`src/rtl/wb_port_arbiter_if.sv`:
```
`default_nettype none
// ============================================================================
// Module      : wb_port_arbiter_if
// Description : Bundle of the pipeline WB slot, the long-latency result offer
//               and the register-file write port around wb_port_arbiter.
// Revision    : 1.0 - initial release
// ============================================================================
interface wb_port_arbiter_if #(
    parameter int DATA_W = 64,
    parameter int DEPTH  = 2
);
    localparam int PEND_W = $clog2(DEPTH) + 1;

    // Pipeline MEM/WB stage
    logic              wb_valid;
    logic              RegWrite_in;
    logic              MemtoReg_in;
    logic [DATA_W-1:0] ReadData_in;
    logic [DATA_W-1:0] ALU_result_in;
    logic [4:0]        rd_in;

    // Long-latency result unit
    logic              lu_valid;
    logic [DATA_W-1:0] lu_data;
    logic [4:0]        lu_rd;
    logic              lu_ready;

    // Register-file write port and pipeline control
    logic              rf_we;
    logic [4:0]        rf_waddr;
    logic [DATA_W-1:0] rf_wdata;
    logic              stall_pipe;
    logic [PEND_W-1:0] pending;

    modport slave (
        input  wb_valid, RegWrite_in, MemtoReg_in, ReadData_in, ALU_result_in, rd_in,
        input  lu_valid, lu_data, lu_rd,
        output lu_ready, rf_we, rf_waddr, rf_wdata, stall_pipe, pending
    );

    modport master (
        output wb_valid, RegWrite_in, MemtoReg_in, ReadData_in, ALU_result_in, rd_in,
        output lu_valid, lu_data, lu_rd,
        input  lu_ready, rf_we, rf_waddr, rf_wdata, stall_pipe, pending
    );
endinterface
`default_nettype wire

```
`src/rtl/wb_port_arbiter.sv`:
```
`default_nettype none
// ============================================================================
// Module      : wb_port_arbiter
// Description : Shares the register-file write port between the in-order
//               pipeline writeback and a FIFO of long-latency results.
// Revision    : 1.0 - initial release
// ============================================================================
module wb_port_arbiter #(
    parameter int DATA_W       = 64,
    parameter int DEPTH        = 2,
    parameter int STARVE_LIMIT = 8
) (
    input  logic                clk,
    input  logic                reset,
    wb_port_arbiter_if.slave    bus
);
    localparam int c_ptr_w    = $clog2(DEPTH);
    localparam int c_cnt_w    = c_ptr_w + 1;
    localparam int c_starve_w = $clog2(STARVE_LIMIT + 1);

    localparam logic [c_cnt_w-1:0]    c_depth        = c_cnt_w'(DEPTH);
    localparam logic [c_starve_w-1:0] c_starve_limit = c_starve_w'(STARVE_LIMIT);

    // Registered state
    logic                   r_reset_q;
    logic [DATA_W-1:0]      r_fifo_data [DEPTH];
    logic [4:0]             r_fifo_rd   [DEPTH];
    logic [DEPTH-1:0]       r_fifo_vld;
    logic [c_ptr_w-1:0]     r_wptr;
    logic [c_ptr_w-1:0]     r_rptr;
    logic [c_cnt_w-1:0]     r_count;
    logic [c_starve_w-1:0]  r_starve;
    logic                   r_rf_we;
    logic [4:0]             r_rf_waddr;
    logic [DATA_W-1:0]      r_rf_wdata;
    logic                   r_stall;

    // Combinational decode
    logic                   w_full;
    logic                   w_empty;
    logic                   w_lu_ready;
    logic                   w_pipe_req;
    logic                   w_push;
    logic                   w_pop;
    logic                   w_push_kill;
    logic [DATA_W-1:0]      w_pipe_data;
    logic [DEPTH-1:0]       w_kill;
    logic [c_starve_w-1:0]  w_starve_nxt;

    assign w_full      = (r_count == c_depth);
    assign w_empty     = (r_count == '0);
    assign w_lu_ready  = !w_full && !r_reset_q;
    assign w_pipe_req  = bus.wb_valid && bus.RegWrite_in && (bus.rd_in != 5'd0) && !r_stall;
    // x0 results complete the handshake but are never queued
    assign w_push      = bus.lu_valid && w_lu_ready && (bus.lu_rd != 5'd0);
    assign w_pop       = !w_empty && !w_pipe_req;
    assign w_push_kill = w_pipe_req && (bus.lu_rd == bus.rd_in);
    assign w_pipe_data = bus.MemtoReg_in ? bus.ReadData_in : bus.ALU_result_in;

    // A newer pipeline write to the same rd makes queued results stale
    genvar gi;
    generate
        for (gi = 0; gi < DEPTH; gi++) begin : g_kill
            assign w_kill[gi] = w_pipe_req && (r_fifo_rd[gi] == bus.rd_in);
        end
    endgenerate

    always_comb begin
        w_starve_nxt = '0;
        if (!w_empty && !w_pop) begin
            w_starve_nxt = (r_starve == c_starve_limit) ? r_starve : r_starve + 1'b1;
        end
    end

    always_ff @(posedge clk) begin
        if (reset) begin
            r_reset_q  <= 1'b1;
            r_fifo_vld <= '0;
            r_wptr     <= '0;
            r_rptr     <= '0;
            r_count    <= '0;
            r_starve   <= '0;
            r_rf_we    <= 1'b0;
            r_rf_waddr <= '0;
            r_rf_wdata <= '0;
            r_stall    <= 1'b0;
            for (int i = 0; i < DEPTH; i++) begin
                r_fifo_data[i] <= '0;
                r_fifo_rd[i]   <= '0;
            end
        end else begin
            r_reset_q  <= 1'b0;
            r_fifo_vld <= r_fifo_vld & ~w_kill;

            if (w_push) begin
                r_fifo_data[r_wptr] <= bus.lu_data;
                r_fifo_rd[r_wptr]   <= bus.lu_rd;
                r_fifo_vld[r_wptr]  <= !w_push_kill;
                r_wptr              <= r_wptr + 1'b1;
            end

            if (w_pop) begin
                r_rptr <= r_rptr + 1'b1;
            end

            case ({w_push, w_pop})
                2'b10:   r_count <= r_count + 1'b1;
                2'b01:   r_count <= r_count - 1'b1;
                default: r_count <= r_count;
            endcase

            // Forced stall lasts one cycle; the guaranteed pop then clears the count
            r_starve <= w_starve_nxt;
            r_stall  <= (w_starve_nxt == c_starve_limit) && !r_stall;

            if (w_pipe_req) begin
                r_rf_we    <= 1'b1;
                r_rf_waddr <= bus.rd_in;
                r_rf_wdata <= w_pipe_data;
            end else if (w_pop) begin
                r_rf_we    <= r_fifo_vld[r_rptr];
                r_rf_waddr <= r_fifo_rd[r_rptr];
                r_rf_wdata <= r_fifo_data[r_rptr];
            end else begin
                r_rf_we    <= 1'b0;
            end
        end
    end

    assign bus.lu_ready   = w_lu_ready;
    assign bus.rf_we      = r_rf_we;
    assign bus.rf_waddr   = r_rf_waddr;
    assign bus.rf_wdata   = r_rf_wdata;
    assign bus.stall_pipe = r_stall;
    assign bus.pending    = r_count;

endmodule
`default_nettype wire

```
`src/flat_wrapper.sv`:
```
// flat-port wrapper written by rule: the top's interface ports become plain ports
module wb_port_arbiter_flat 
#(
    parameter int DATA_W       = 64,
    parameter int DEPTH        = 2,
    parameter int STARVE_LIMIT = 8
)
  (clk, reset, bus_wb_valid, bus_RegWrite_in, bus_MemtoReg_in, bus_ReadData_in, bus_ALU_result_in, bus_rd_in, bus_lu_valid, bus_lu_data, bus_lu_rd, bus_lu_ready, bus_rf_we, bus_rf_waddr, bus_rf_wdata, bus_stall_pipe, bus_pending);
  wb_port_arbiter_if #(.DATA_W(DATA_W), .DEPTH(DEPTH)) bus_i ();
  input  logic clk;
  input  logic reset;
  input wire logic [$bits(bus_i.wb_valid)-1:0] bus_wb_valid;
  input wire logic [$bits(bus_i.RegWrite_in)-1:0] bus_RegWrite_in;
  input wire logic [$bits(bus_i.MemtoReg_in)-1:0] bus_MemtoReg_in;
  input wire logic [$bits(bus_i.ReadData_in)-1:0] bus_ReadData_in;
  input wire logic [$bits(bus_i.ALU_result_in)-1:0] bus_ALU_result_in;
  input wire logic [$bits(bus_i.rd_in)-1:0] bus_rd_in;
  input wire logic [$bits(bus_i.lu_valid)-1:0] bus_lu_valid;
  input wire logic [$bits(bus_i.lu_data)-1:0] bus_lu_data;
  input wire logic [$bits(bus_i.lu_rd)-1:0] bus_lu_rd;
  output wire logic [$bits(bus_i.lu_ready)-1:0] bus_lu_ready;
  output wire logic [$bits(bus_i.rf_we)-1:0] bus_rf_we;
  output wire logic [$bits(bus_i.rf_waddr)-1:0] bus_rf_waddr;
  output wire logic [$bits(bus_i.rf_wdata)-1:0] bus_rf_wdata;
  output wire logic [$bits(bus_i.stall_pipe)-1:0] bus_stall_pipe;
  output wire logic [$bits(bus_i.pending)-1:0] bus_pending;
  assign bus_i.wb_valid = bus_wb_valid;
  assign bus_i.RegWrite_in = bus_RegWrite_in;
  assign bus_i.MemtoReg_in = bus_MemtoReg_in;
  assign bus_i.ReadData_in = bus_ReadData_in;
  assign bus_i.ALU_result_in = bus_ALU_result_in;
  assign bus_i.rd_in = bus_rd_in;
  assign bus_i.lu_valid = bus_lu_valid;
  assign bus_i.lu_data = bus_lu_data;
  assign bus_i.lu_rd = bus_lu_rd;
  assign bus_lu_ready = bus_i.lu_ready;
  assign bus_rf_we = bus_i.rf_we;
  assign bus_rf_waddr = bus_i.rf_waddr;
  assign bus_rf_wdata = bus_i.rf_wdata;
  assign bus_stall_pipe = bus_i.stall_pipe;
  assign bus_pending = bus_i.pending;
  wb_port_arbiter #(.DATA_W(DATA_W), .DEPTH(DEPTH), .STARVE_LIMIT(STARVE_LIMIT)) u_core (.clk(clk), .reset(reset), .bus(bus_i));
endmodule
```
`config.mk`:
```
export PLATFORM = sky130hd
export DESIGN_NAME = wb_port_arbiter_flat
export DESIGN_NICKNAME = d
export VERILOG_FILES = /design/src/rtl/wb_port_arbiter_if.sv /design/src/rtl/wb_port_arbiter.sv /design/src/flat_wrapper.sv
export SDC_FILE = /design/constraint.sdc
export NUM_CORES = 1
export LEC_CHECK = 0
export BUFFER_PORTS_ARGS = -buffer_cell sky130_fd_sc_hd__clkbuf_2
export CAP_MARGIN = 5
export CORE_MARGIN = 2
export CORE_UTILIZATION = 53
export CTS_BUF_LIST = sky130_fd_sc_hd__clkbuf_8 sky130_fd_sc_hd__clkbuf_16
export CTS_CLUSTER_SIZE = 16
export DETAILED_ROUTE_END_ITERATION = 8
export PLACE_DENSITY = 0.91
export SLEW_MARGIN = 20
export SYNTH_ARGS = -nofsm -noshare
export SYNTH_HDL_FRONTEND = slang
export SYNTH_SLANG_ARGS = --single-unit
export TNS_END_PERCENT = 50
```
`constraint.sdc`:
```
create_clock -name clk -period 4.8 [get_ports clk]
set_clock_uncertainty 0.2 [all_clocks]
set_input_delay 1.2 -clock clk [delete_from_list [all_inputs] [get_ports clk]]
set_output_delay 1.2 -clock clk [all_outputs]
set_load 0.02 [all_outputs]
```
==> results of run 1 <==
==> layout by cell type (no fill, tap or decap), types with 3 or more instances in the layout <==
master,instances
inv_1,9
nor2_1,70
a21oi_1,14
o211ai_1,6
dfxtp_1,82
clkinv_1,5
nand3_1,5
xor2_1,6
nor4_1,4
xnor2_1,13
clkbuf_2,279
and2_1,137
clkbuf_16,23
a211oi_1,128
edfxtp_1,138
buf_4,10
ha_1,3
mux2i_1,134
nand2_1,15
clkinv_2,6
o21ai_0,3
==> worst min-delay path by stage <==
stage                                      from               endpoint  slack [ns]  cells past startpoint
after global routing       u_core.r_fifo_vld[1]   u_core.r_fifo_vld[1]        0.31                      2
after global placement     u_core.r_fifo_vld[1]   u_core.r_fifo_vld[1]        0.28                      2
after detailed placement   u_core.r_fifo_vld[1]   u_core.r_fifo_vld[1]        0.29                      2
after floorplan            u_core.r_fifo_vld[1]   u_core.r_fifo_vld[1]        0.25                      2
final                     u_core.bus.stall_pipe  u_core.bus.stall_pipe        0.30                      1
after CTS                  u_core.r_fifo_vld[1]   u_core.r_fifo_vld[1]        0.29                      2
==> metrics by stage <==
stage | utilization, % | cells | total power [mW]
after global routing | 66.1 | 1358 | 6.02
final | 66.1 | 1358 | 5.75
after global placement | 62.4 | 1315 | 4.11
after floorplan | - | 862 | 3.66
after detailed placement | 62.4 | 1315 | 4.18
after CTS | 66.0 | 1357 | 5.78
==> power by group <==
part	internal [mW]	switching, mW
Combinational	0.632	0.974
Sequential	2.30	0.238
Clock	0.885	0.721
==> worst max-delay path, stage by stage <==
cell and delay (ns):
clkbuf_2 0.07, and3b_1 0.37, o21a_4 0.64, buf_4 0.64
a211oi_1 0.12, a211oi_1 0.27
==> synth_stat cells (all sizes together), types with 2 or more instances <==
library cell  number
clkbuf            63
nor4               4
nor3               2
xnor2             13
or3                2
nor2              71
inv                5
buf                8
and2             137
nor4b              2
o211ai             6
ha                 3
a21oi             14
and3               3
mux2i            134
nand2             15
nand3              5
dfxtp             83
o21ai              4
a211oi           129
edfxtp           138
xor2               6
==> logic make-up (layout without fill, tap and decap cells) <==
family,Yosys count,count (layout)
simple gates,247,247
mux,135,135
buf+inv,76,338
flops,221,221
fa+ha+maj,3,3
compound gates,161,161
xor+xnor,19,19
==> layer usage <==
metal	wire length, microns	global-route usage (%)	share of wire (%)
met4	809	9.80	3.3
met3	1700	5.15	6.9
met5	0	0	0
met2	12700	43.7	52
met1	9320	26.5	38
==> registers in the layout, indices dropped and copies added, names as in the netlist, named ones only <==
| register | cells |
|---|---|
| u_core.bus.rf_wdata | 64 |
| u_core.bus.pending | 2 |
| u_core.r_fifo_vld | 2 |
| u_core.r_wptr | 1 |
| u_core.r_reset_q | 1 |
| u_core.bus.rf_we | 1 |
| u_core.r_starve | 4 |
| u_core.bus.rf_waddr | 5 |
| u_core.r_fifo_data | 128 |
| u_core.bus.stall_pipe | 1 |
| u_core.r_rptr | 1 |
| u_core.r_fifo_rd | 10 |
==> cell type report <==
type                            instances  area share (%)
Multi-Input combinational cell        565            33.1
Timing Repair Buffer                  291            12.1
Clock buffer                           24            4.75
Clock inverter                         18           0.675
Inverter                                5           0.151
Tap cell                              234            2.36
Sequential cell                       221            46.8
==> qor.yml, run 1 <==
yosys:
  synth_top_family_by_area: "multiplexers"
  synthTopCellsByArea: "edfxtp_1 (41%), dfxtp_1 (16%), mux2i_1 (13%)"
  yosysTopAreaCell: "edfxtp_1"
  synth_cell_types: 42
  synth.ff_latch_count: 221
  yosys.area_share.simple_pct: 13.2
  synthAdderAreaFrac_pct: 0.369
  synthArstFlopShare_pct: 0
  netlist.area_leader.share_pct: 40.7
  synthCells: 862
  synth.area.mux_share_pct: 13.3
  synth_flop_cell: "edfxtp_1"
  yosysWarningCount: 0
  synth_area_sq_mm: 0.0102
  synth_nets: 1073
  synth_xor_area_share_pct: 1.63
  synth_edf_count: 138
  synth_area_per_cell_sq_um: 11.8
  seq_area_frac_synth_pct: 57.0
  synth_compound_area_share_pct: 11.6
finish:
  final_nets: 1318
  multi_input_area_sq_mm: 0.00411
  fin_area_sq_mm: 0.0124
  fillers: 1402
  drive_gt1_share_pct: 29.8
  num_antenna_cells: 0
  ff_latch_area_sq_mm: 0.00581
  syn_to_final_growth_pct: 21.9
die:
  floorplan.initialDensity_pct: 54.2
  io_pins: 282
  die_h_microns: 143
  die_x_microns: 143
  fp.dieArea_sq_mm: 0.0203
  core_sq_mm: 0.0188
  rows: 50
clock_network:
  cts_root_buf: "clkbuf_16"
  clockBufferDepth: 3
  cts_sinks: 221
  holdBufCountCts: 0
  clkLatencyLatePin_ns: 0.51
  cts_resized: 0
  post_cts_buffers: 0
  clkTransAtPathRegs_ns: 0.06
  cts_buffers: 23
  cts_tree: "built"
  htree_levels: 1
global_route:
  grt_usage_pct: 23.7
  grt_pass1_wl_microns: 38400
  grt_pass1_vias: 7870
  grt-ovfl-total: 0
  grt_max_degree: 71
  antenna_found_initial: 1
critical_path:
  r2r_cells: 4
  cp-start-kind: "primary input"
  critPathKind: "primary input to flip-flop"
  crit_path_end: "u_core.bus.rf_wdata[27]"
  startpoint: "bus_RegWrite_in"
  setup.worst_path.end_class: "flip-flop"
  reg2reg_to: "u_core.r_fifo_data[0][13]"
  critical_path_peak_fanout: 66
  rrSetupSlack_ns: 1.97
  critPathRequiredTime_ns: 5.01
  r2r-start: "u_core.bus.pending[0]"
  cp.arrival_ns: 3.39
place:
  dp.final_hpwl_microns: 16100
  place.gp.congestion: 0.876
  dpl-instance-area_sq_mm: 0.0117
  pre_cts_slack_ns: 1.16
  io_buffers: 281
sta:
  relSlewSlack_pct: 30.0
  grt_setup_unrepaired: "false"
  worst_pin_slew_ns: 1.05
  setup_slack_ns: 1.63
  tns_ns: 0
  setup_viol: 0
  layout_min_cycle_time_ns: 3.17
  hold_violations: 0
  hold_slack_ns: 0.295
  drv_slew: 0
  timing.final.crit_share_pct: 66.1
  clock.fmax_ghz: 0.315
routing:
  avgRoutedWirePerCell_microns: 18.0
  drt_wl_total_microns: 24500
  drc: 0
  vias: 7685
  avgViaCountPerCell: 5.66
  antenna_left: 0
  first_iter_violations: 316
  drt_first_pass_iters: 4
job:
  maxCapViolations: 0
min_path:
  hold_path_class: "flip-flop to flip-flop"
power_and_ir_drop:
  ir_worst_vdd_mv: 0.307
  powerDensity_mw_per_mm2: 464
  p_leak_nw: 5.15
outcome:
  outcome: "finished clean"
No activity file was read; power rests on OpenSTA's default activity.
==> inputs of run 2 (changes only) <==
--- a/config.mk
+++ b/config.mk
@@ -5,10 +5,11 @@
 export SDC_FILE = /design/constraint.sdc
 export NUM_CORES = 1
 export LEC_CHECK = 0
+export ABC_AREA = 1
 export BUFFER_PORTS_ARGS = -buffer_cell sky130_fd_sc_hd__clkbuf_2
 export CAP_MARGIN = 5
 export CORE_MARGIN = 2
-export CORE_UTILIZATION = 53
+export CORE_UTILIZATION = 54
 export CTS_BUF_LIST = sky130_fd_sc_hd__clkbuf_8 sky130_fd_sc_hd__clkbuf_16
 export CTS_CLUSTER_SIZE = 16
 export DETAILED_ROUTE_END_ITERATION = 8
==> constraint.sdc (replaced) <==
create_clock -name clk -period 3.3 [get_ports clk]
set_clock_uncertainty 0.2 [all_clocks]
set_input_delay 0.825 -clock clk [delete_from_list [all_inputs] [get_ports clk]]
set_output_delay 0.825 -clock clk [all_outputs]
set_load 0.02 [all_outputs]
==> run 2 against run 1 <==
Via count is 31% higher. Critical endpoint is now bus_lu_ready. Critical path depth is 1 lower. Count of clock-buffer cells in the layout is 4 higher. Routed wire length is 17% higher. First-iteration DRC count is 100% higher. Highest routed layer unchanged. Design area is 8.0% higher.
==> qor.yml, run 2 <==
min_path:
  hold_path_class: "flip-flop to flip-flop"
  min_from: "u_core.bus.rf_wdata[47]"
sta:
  setup_viol: 0  # unchanged
  drv_slew: 0  # unchanged
  grt_setup_unrepaired: "false"
  relSlewSlack_pct: 48.3  # +18 points
  tns_ns: 0  # unchanged
  worst_pin_slew_ns: 0.775  # -0.274 ns
  timing.final.crit_share_pct: 74.2
  clock.fmax_ghz: 0.408
  hold_violations: 0  # unchanged
  layout_min_cycle_time_ns: 2.45
  setup_slack_ns: 0.851  # -0.776 ns
critical_path:
  critical_path_peak_fanout: 7  # -89%
  cp-start-kind: "flip-flop"
  critPathKind: "flip-flop to primary output"
  cp.arrival_ns: 1.42  # -1.97 ns
  critPathRequiredTime_ns: 2.27  # -2.74 ns
  setup.worst_path.end_class: "primary output"
  startpoint: "u_core.bus.pending[0]"
  r2r-start: "u_core.bus.pending[0]"
routing:
  drt_wl_total_microns: 28600  # +17%
  highest_layer: "met4"
  vias: 10000  # +31%
  antenna_left: 0  # unchanged
  drt_first_pass_iters: 5  # +1
  wl_met2_microns: 14300  # +13%
  avgViaCountPerCell: 5.11  # -9.7%
  wl_met1_microns: 10900  # +17%
  routed-wl-met3_microns: 2380  # +40%
  avgRoutedWirePerCell_microns: 14.5  # -19%
  first_iter_violations: 631  # +100%
  drc: 0  # unchanged
yosys:
  synth.most_common_cell: "nand2_1"
  synth_cell_types: 26  # -38%
  yosysTopAreaCell: "edfxtp_1"
  netlist.area_leader.share_pct: 37.5  # -3.2 points
  synthCells: 1444  # +68%
  synth_area_sq_mm: 0.0110  # +8.5%
  synth_nets: 1655  # +54%
  synth_area_per_cell_sq_um: 7.65  # -35%
  synth_common_cells: "nand2_1 (544), nand3_1 (204), inv_1 (153)"
  synth.ff_latch_count: 221  # unchanged
  synthTopCellsByArea: "edfxtp_1 (38%), nand2_1 (18%), dfxtp_1 (15%)"
  synth_edf_count: 138  # unchanged
  synthArstFlopShare_pct: 0  # unchanged
  synth_flop_cell: "edfxtp_1"
  seq_area_frac_synth_pct: 52.6  # -4.5 points
  yosysWarningCount: 0  # unchanged
finish:
  final_cell_mix: "nand2_1 (542), clkbuf_2 (281), nand3_1 (204)"
  fillers: 1558  # +11%
  final_nets: 1891  # +43%
  syn_to_final_growth_pct: 21.5
  largest_register: "u_core.r_fifo_data"
  largest_reg_flops: 128  # unchanged
  num_antenna_cells: 0  # unchanged
  drive_gt1_share_pct: 22.8  # -7.0 points
  final_common_cell: "nand2_1"
place:
  place.gp.congestion: 0.842  # -3.9%
  pre_cts_slack_ns: 0.584  # -0.579 ns
  io_buffers: 281  # unchanged
  dp.final_hpwl_microns: 19100  # +19%
power_and_ir_drop:
  combinationalPowerShare_pct: 30.2  # +2.3 points
  clkPwrFrac_pct: 30.8  # +2.9 points
  p_seq_share_pct: 39.0  # -5.2 points
  switchingPower_mw: 3.14  # +63%
  powerDensity_mw_per_mm2: 671  # +45%
  p_total_mw: 9.00  # +56%
  ir_worst_vdd_mv: 0.565  # +84%
  swShare_pct: 34.9  # +1.3 points
  intPower_mw: 5.85  # +53%
  p_leak_nw: 7.20  # +40%
outcome:
  outcome: "finished clean"
die:
  die_x_microns: 147  # +3.1%
  core_sq_mm: 0.0202  # +7.5%
  die_h_microns: 147  # +3.1%
  rows: 52  # +4.0%
  floorplan.initialDensity_pct: 54.7  # +0.51 points
  io_pins: 282  # unchanged
  fp.dieArea_sq_mm: 0.0216  # +6.3%
global_route:
  grt_usage_pct: 25.7  # +1.9 points
  antenna_found_initial: 0  # -1
  grt_pass1_wl_microns: 45100  # +17%
  grt-ovfl-total: 0  # unchanged
  grt_pass1_vias: 9716  # +23%
  grt_max_degree: 81  # +14%
clock_network:
  clkTransAtPathRegs_ns: 0.07  # about the same
  holdBufCountCts: 0  # unchanged
  clkLatencyLatePin_ns: 0.50  # about the same
  htree_levels: 1  # unchanged
  cts_tree: "built"
  post_cts_buffers: 0  # unchanged
  cts_sinks: 221  # unchanged
  cts_buffers: 23  # unchanged
  cts_root_buf: "clkbuf_16"
  cts_resized: 0  # unchanged
  clockBufferDepth: 3  # unchanged
job:
  maxCapViolations: 0  # unchanged
## run 2: cell count changes after synthesis, sizes merged, moves of 35 or more
cell | before | now
a211oi | 129 | 0
and2 | 137 | 0
buf | 8 | 43
inv | 5 | 159
mux2i | 134 | 0
nand2 | 15 | 546
nand3 | 5 | 206
nor2 | 71 | 170
## run 2: worst max-delay path, cell delays in order, from the launching register on
cell and delay (ns):
dfxtp_1 0.53, inv_2 0.04, nand2_1 0.07, nand2_2 0.07, inv_1 0.06, clkbuf_2 0.15
## run 2: area by class of cell
type	instances	area [sq um]	area share, %
flip-flops and latches	221	5810	43.3
well taps	270	338	2.52
repair buffers	303	1670	12.5
clock inverters	13	164	1.22
clock buffers	28	656	4.89
inverters	159	597	4.45
multi-input cells	972	4180	31.2
## run 2: through the flow
| step | cell area, sq um | hold WS [ns] | std cells | util [%] |
|---|---|---|---|---|
| floorplan | 11000 | 0.281 | 1444 | - |
| global placement | 12600 | 0.287 | 1925 | 62.4 |
| detailed placement | 12600 | 0.282 | 1925 | 62.4 |
| CTS | 13400 | 0.295 | 1966 | 66.5 |
| global route | 13400 | 0.314 | 1966 | 66.5 |
| finish | 13400 | 0.298 | 1966 | 66.5 |
## run 2: worst paths after layout
path | to | slack (ns) | depth (start not counted)
worst max-delay path | bus_lu_ready | 0.85 | 5
worst min-delay path | u_core.bus.rf_wdata[47] | 0.30 | 2
worst max register to register | u_core.bus.rf_wdata[61] | 0.95 | 5
worst min register to register | u_core.bus.rf_wdata[47] | 0.30 | 2
## run 2: per-layer routing
| metal | vias up | track usage, % |
|---|---|---|
| met5 | - | 0 |
| met4 | 0 | 12.6 |
| met3 | 90 | 3.60 |
| met2 | 488 | 46.7 |
| met1 | 4501 | 29.8 |
| li1 | 4968 | - |
## run 2: kinds of logic after synthesis
family                   count (synthesis)  synth area share, %
buffers and inverters                  251                 9.79
adder cells (fa/ha/maj)                  3                0.340
AO/OA/AOI/OAI                           23                 1.04
flip-flops                             221                 52.6
XOR/XNOR                                16                 1.27
AND/OR/NAND/NOR                        930                 35.0
## run 2: power by group through the flow
stage               registers [mW]  clock network [mW]  logic, mW
global route                  3.55                2.90       2.99
detailed placement            3.57                   0       2.69
CTS                           3.51                2.79       2.72
floorplan                     3.77                   0       1.62
finish                        3.51                2.77       2.72
global placement              3.55                   0       2.61
==> inputs of run 3 (changes only) <==
--- a/config.mk
+++ b/config.mk
@@ -5,11 +5,11 @@
 export SDC_FILE = /design/constraint.sdc
 export NUM_CORES = 1
 export LEC_CHECK = 0
-export ABC_AREA = 1
+export ABC_AREA = 0
 export BUFFER_PORTS_ARGS = -buffer_cell sky130_fd_sc_hd__clkbuf_2
 export CAP_MARGIN = 5
 export CORE_MARGIN = 2
-export CORE_UTILIZATION = 54
+export CORE_UTILIZATION = 53
 export CTS_BUF_LIST = sky130_fd_sc_hd__clkbuf_8 sky130_fd_sc_hd__clkbuf_16
 export CTS_CLUSTER_SIZE = 16
 export DETAILED_ROUTE_END_ITERATION = 8
==> constraint.sdc (replaced) <==
create_clock -name clk -period 2.53 [get_ports clk]
set_clock_uncertainty 0.2 [all_clocks]
set_input_delay 0.6325 -clock clk [delete_from_list [all_inputs] [get_ports clk]]
set_output_delay 0.6325 -clock clk [all_outputs]
set_load 0.02 [all_outputs]
==> run 3 against run 2 <==
Count of clock-buffer cells in the layout shrank 1. Sequential power grew 32%. Largest power group unchanged. Final cell count shrank 30%. Register-to-register slack lost 0.78 ns. Critical path depth shrank 1. Worst hold slack lost 0.077 ns. Non-clock buffer count grew 17. Core utilization grew 1.8 points. Routed wire length shrank 16%. First-iteration DRC count shrank 43%. Power grew 27%. Via count shrank 23%.
==> qor.yml, run 3 (synthesis results as in run 1) <==
finish:
  stdcell_count: 1386  # -30%
  final_cell_mix: "clkbuf_2 (279), edfxtp_1 (138), and2_1 (137)"
  final_nets: 1346  # -29%
  drive_gt1_share_pct: 32.1  # +9.3 points
  final_common_cell: "clkbuf_2"
  syn_to_final_growth_pct: 26.0
  utilization_pct: 68.3  # +1.8 points
  fillers: 1372  # -12%
  multi_input_area_sq_mm: 0.00411  # -1.6%
  ff_latch_area_sq_mm: 0.00581  # about the same
  fin_area_sq_mm: 0.0128  # -4.4%
  largest_register: "u_core.r_fifo_data"
  largest_reg_flops: 128  # unchanged
critical_path:
  max_stage_delay_ns: 0.91  # +0.38 ns
  critical_path_peak_fanout: 70  # +63
  cp-start-kind: "flip-flop"
  path_cells: "inv_2 > buf_4 > a211oi_2 > a31o_4"
  cp.arrival_ns: 2.28  # +0.86 ns
  critPathRequiredTime_ns: 2.44  # +0.17 ns
  critPathKind: "flip-flop to flip-flop"
  crit_slowest_cell: "a31o_4"
  setup.worst_path.end_class: "flip-flop"
sta:
  setup_slack_ns: 0.166  # -0.686 ns
  relSlewSlack_pct: 28.0  # -20 points
  layout_min_cycle_time_ns: 2.36
  hold_slack_ns: 0.221  # -0.0772 ns
  setup_viol: 0  # unchanged
  hold_violations: 0  # unchanged
  timing.final.crit_share_pct: 93.5
  tns_ns: 0  # unchanged
  worst_pin_slew_ns: 1.08  # +0.305 ns
  drv_slew: 0  # unchanged
  grt_setup_unrepaired: "false"
  clock.fmax_ghz: 0.423
global_route:
  grt.busiest_layer: "met2"
  grt_usage_pct: 23.2  # -2.5 points
  grt_pass1_vias: 7760  # -20%
  grt_max_degree: 71  # -12%
  grt-ovfl-total: 0  # unchanged
  met2_usage_pct: 41.9  # -4.8 points
  grt_pass1_wl_microns: 37800  # -16%
  antenna_found_initial: 1  # +1
  use_met1_pct: 27.6  # -2.1 points
  grt_use_met3_pct: 4.31  # +0.70 points
die:
  core_sq_mm: 0.0188  # -6.9%
  rows: 50  # -3.8%
  io_pins: 282  # unchanged
  fp.dieArea_sq_mm: 0.0203  # -5.9%
  die_x_microns: 143  # -3.0%
  floorplan.initialDensity_pct: 54.2  # -0.51 points
  die_h_microns: 143  # -3.0%
place:
  dp.final_hpwl_microns: 16200  # -15%
  pre_cts_slack_ns: -0.309  # -0.893 ns
  dpl-instance-area_sq_mm: 0.0120  # -4.4%
  io_buffers: 281  # unchanged
  place.gp.congestion: 0.835  # -0.87%
  dp_cells: 1344  # -30%
clock_network:
  cts_root_buf: "clkbuf_16"
  cts_buffers: 22  # -4.3%
  htree_levels: 1  # unchanged
  clkLatencyLatePin_ns: 0.50  # about the same
  holdBufCountCts: 0  # unchanged
  clockBufferDepth: 3  # unchanged
  cts_resized: 0  # unchanged
  cts_tree: "built"
  cts_sinks: 221  # unchanged
  post_cts_buffers: 0  # unchanged
  clkTransAtPathRegs_ns: 0.06  # about the same
power_and_ir_drop:
  p_leak_nw: 5.37  # -25%
  switchingPower_mw: 3.65  # +16%
  p_total_mw: 11.4  # +27%
  combinationalPowerShare_pct: 29.7  # -0.5 points
  swShare_pct: 31.9  # -3.0 points
  intPower_mw: 7.79  # +33%
  powerDensity_mw_per_mm2: 892  # +33%
  clkPwrFrac_pct: 29.7  # -1.1 points
  p_seq_share_pct: 40.6  # +1.6 points
  ir_worst_vdd_mv: 0.568  # +0.47%
routing:
  drt_wl_total_microns: 24100  # -16%
  avgRoutedWirePerCell_microns: 17.4  # +19%
  avgViaCountPerCell: 5.58  # +9.3%
  drc: 0  # unchanged
  drt_first_pass_iters: 5  # unchanged
  first_iter_violations: 360  # -43%
  antenna_left: 0  # unchanged
  vias: 7740  # -23%
outcome:
  outcome: "finished clean"
min_path:
  hold_path_class: "primary input to flip-flop"
job:
  maxCapViolations: 0  # unchanged
==> run 3: changes by cell type in the layout (fill, tap and decap cells not counted), moves of 72 or more <==
cell      change
nand3_1     -199
mux2i_1     +134
inv_1       -149
nor2_1       -72
and2_1      +137
a211oi_1    +128
nand2_1     -527
==> run 3: power by group through the flow <==
stage	sequential [mW]	combinational, mW	clock, mW
after global placement	4.69	3.28	0
after detailed placement	4.72	3.37	0
after CTS	4.65	3.41	3.46
after global routing	4.70	3.69	3.60
final	4.65	3.40	3.39
after floorplan	4.98	1.96	0
==> run 3: metal layers <==
metal  wire length, microns  part of all wire (%)
met5                      0                     0
met4                    544                   2.3
met3                   1750                   7.3
met2                  12500                    52
met1                   9320                    39
==> run 3: area by class of cell <==
cell class	count	share of cell area, %
Inverter	5	0.146
Tap cell	234	2.28
Timing Repair Buffer	320	14.2
Multi-Input combinational cell	565	32.0
Clock buffer	27	4.92
Clock inverter	13	1.06
Antenna cell	1	0.0195
Sequential cell	221	45.3
==> run 3: worst paths after layout <==
| kind | from | end | slack (ns) | cells after the start |
|---|---|---|---|---|
| max | u_core.bus.pending[0] | u_core.r_fifo_data[1][5] | 0.17 | 4 |
| max reg2reg | u_core.bus.pending[0] | u_core.r_fifo_data[1][5] | 0.17 | 4 |
| min | bus_lu_data[27] | u_core.r_fifo_data[0][27] | 0.22 | 2 |
| min reg2reg | u_core.bus.stall_pipe | u_core.bus.stall_pipe | 0.25 | 1 |
==> run 3: critical path, delay by kind of cell, from the launching register on <==
kind	cells	cell delay, ns
AO/OA/AOI/OAI	2	1.19
buffers and inverters	2	0.18
flip-flops	1	0.35
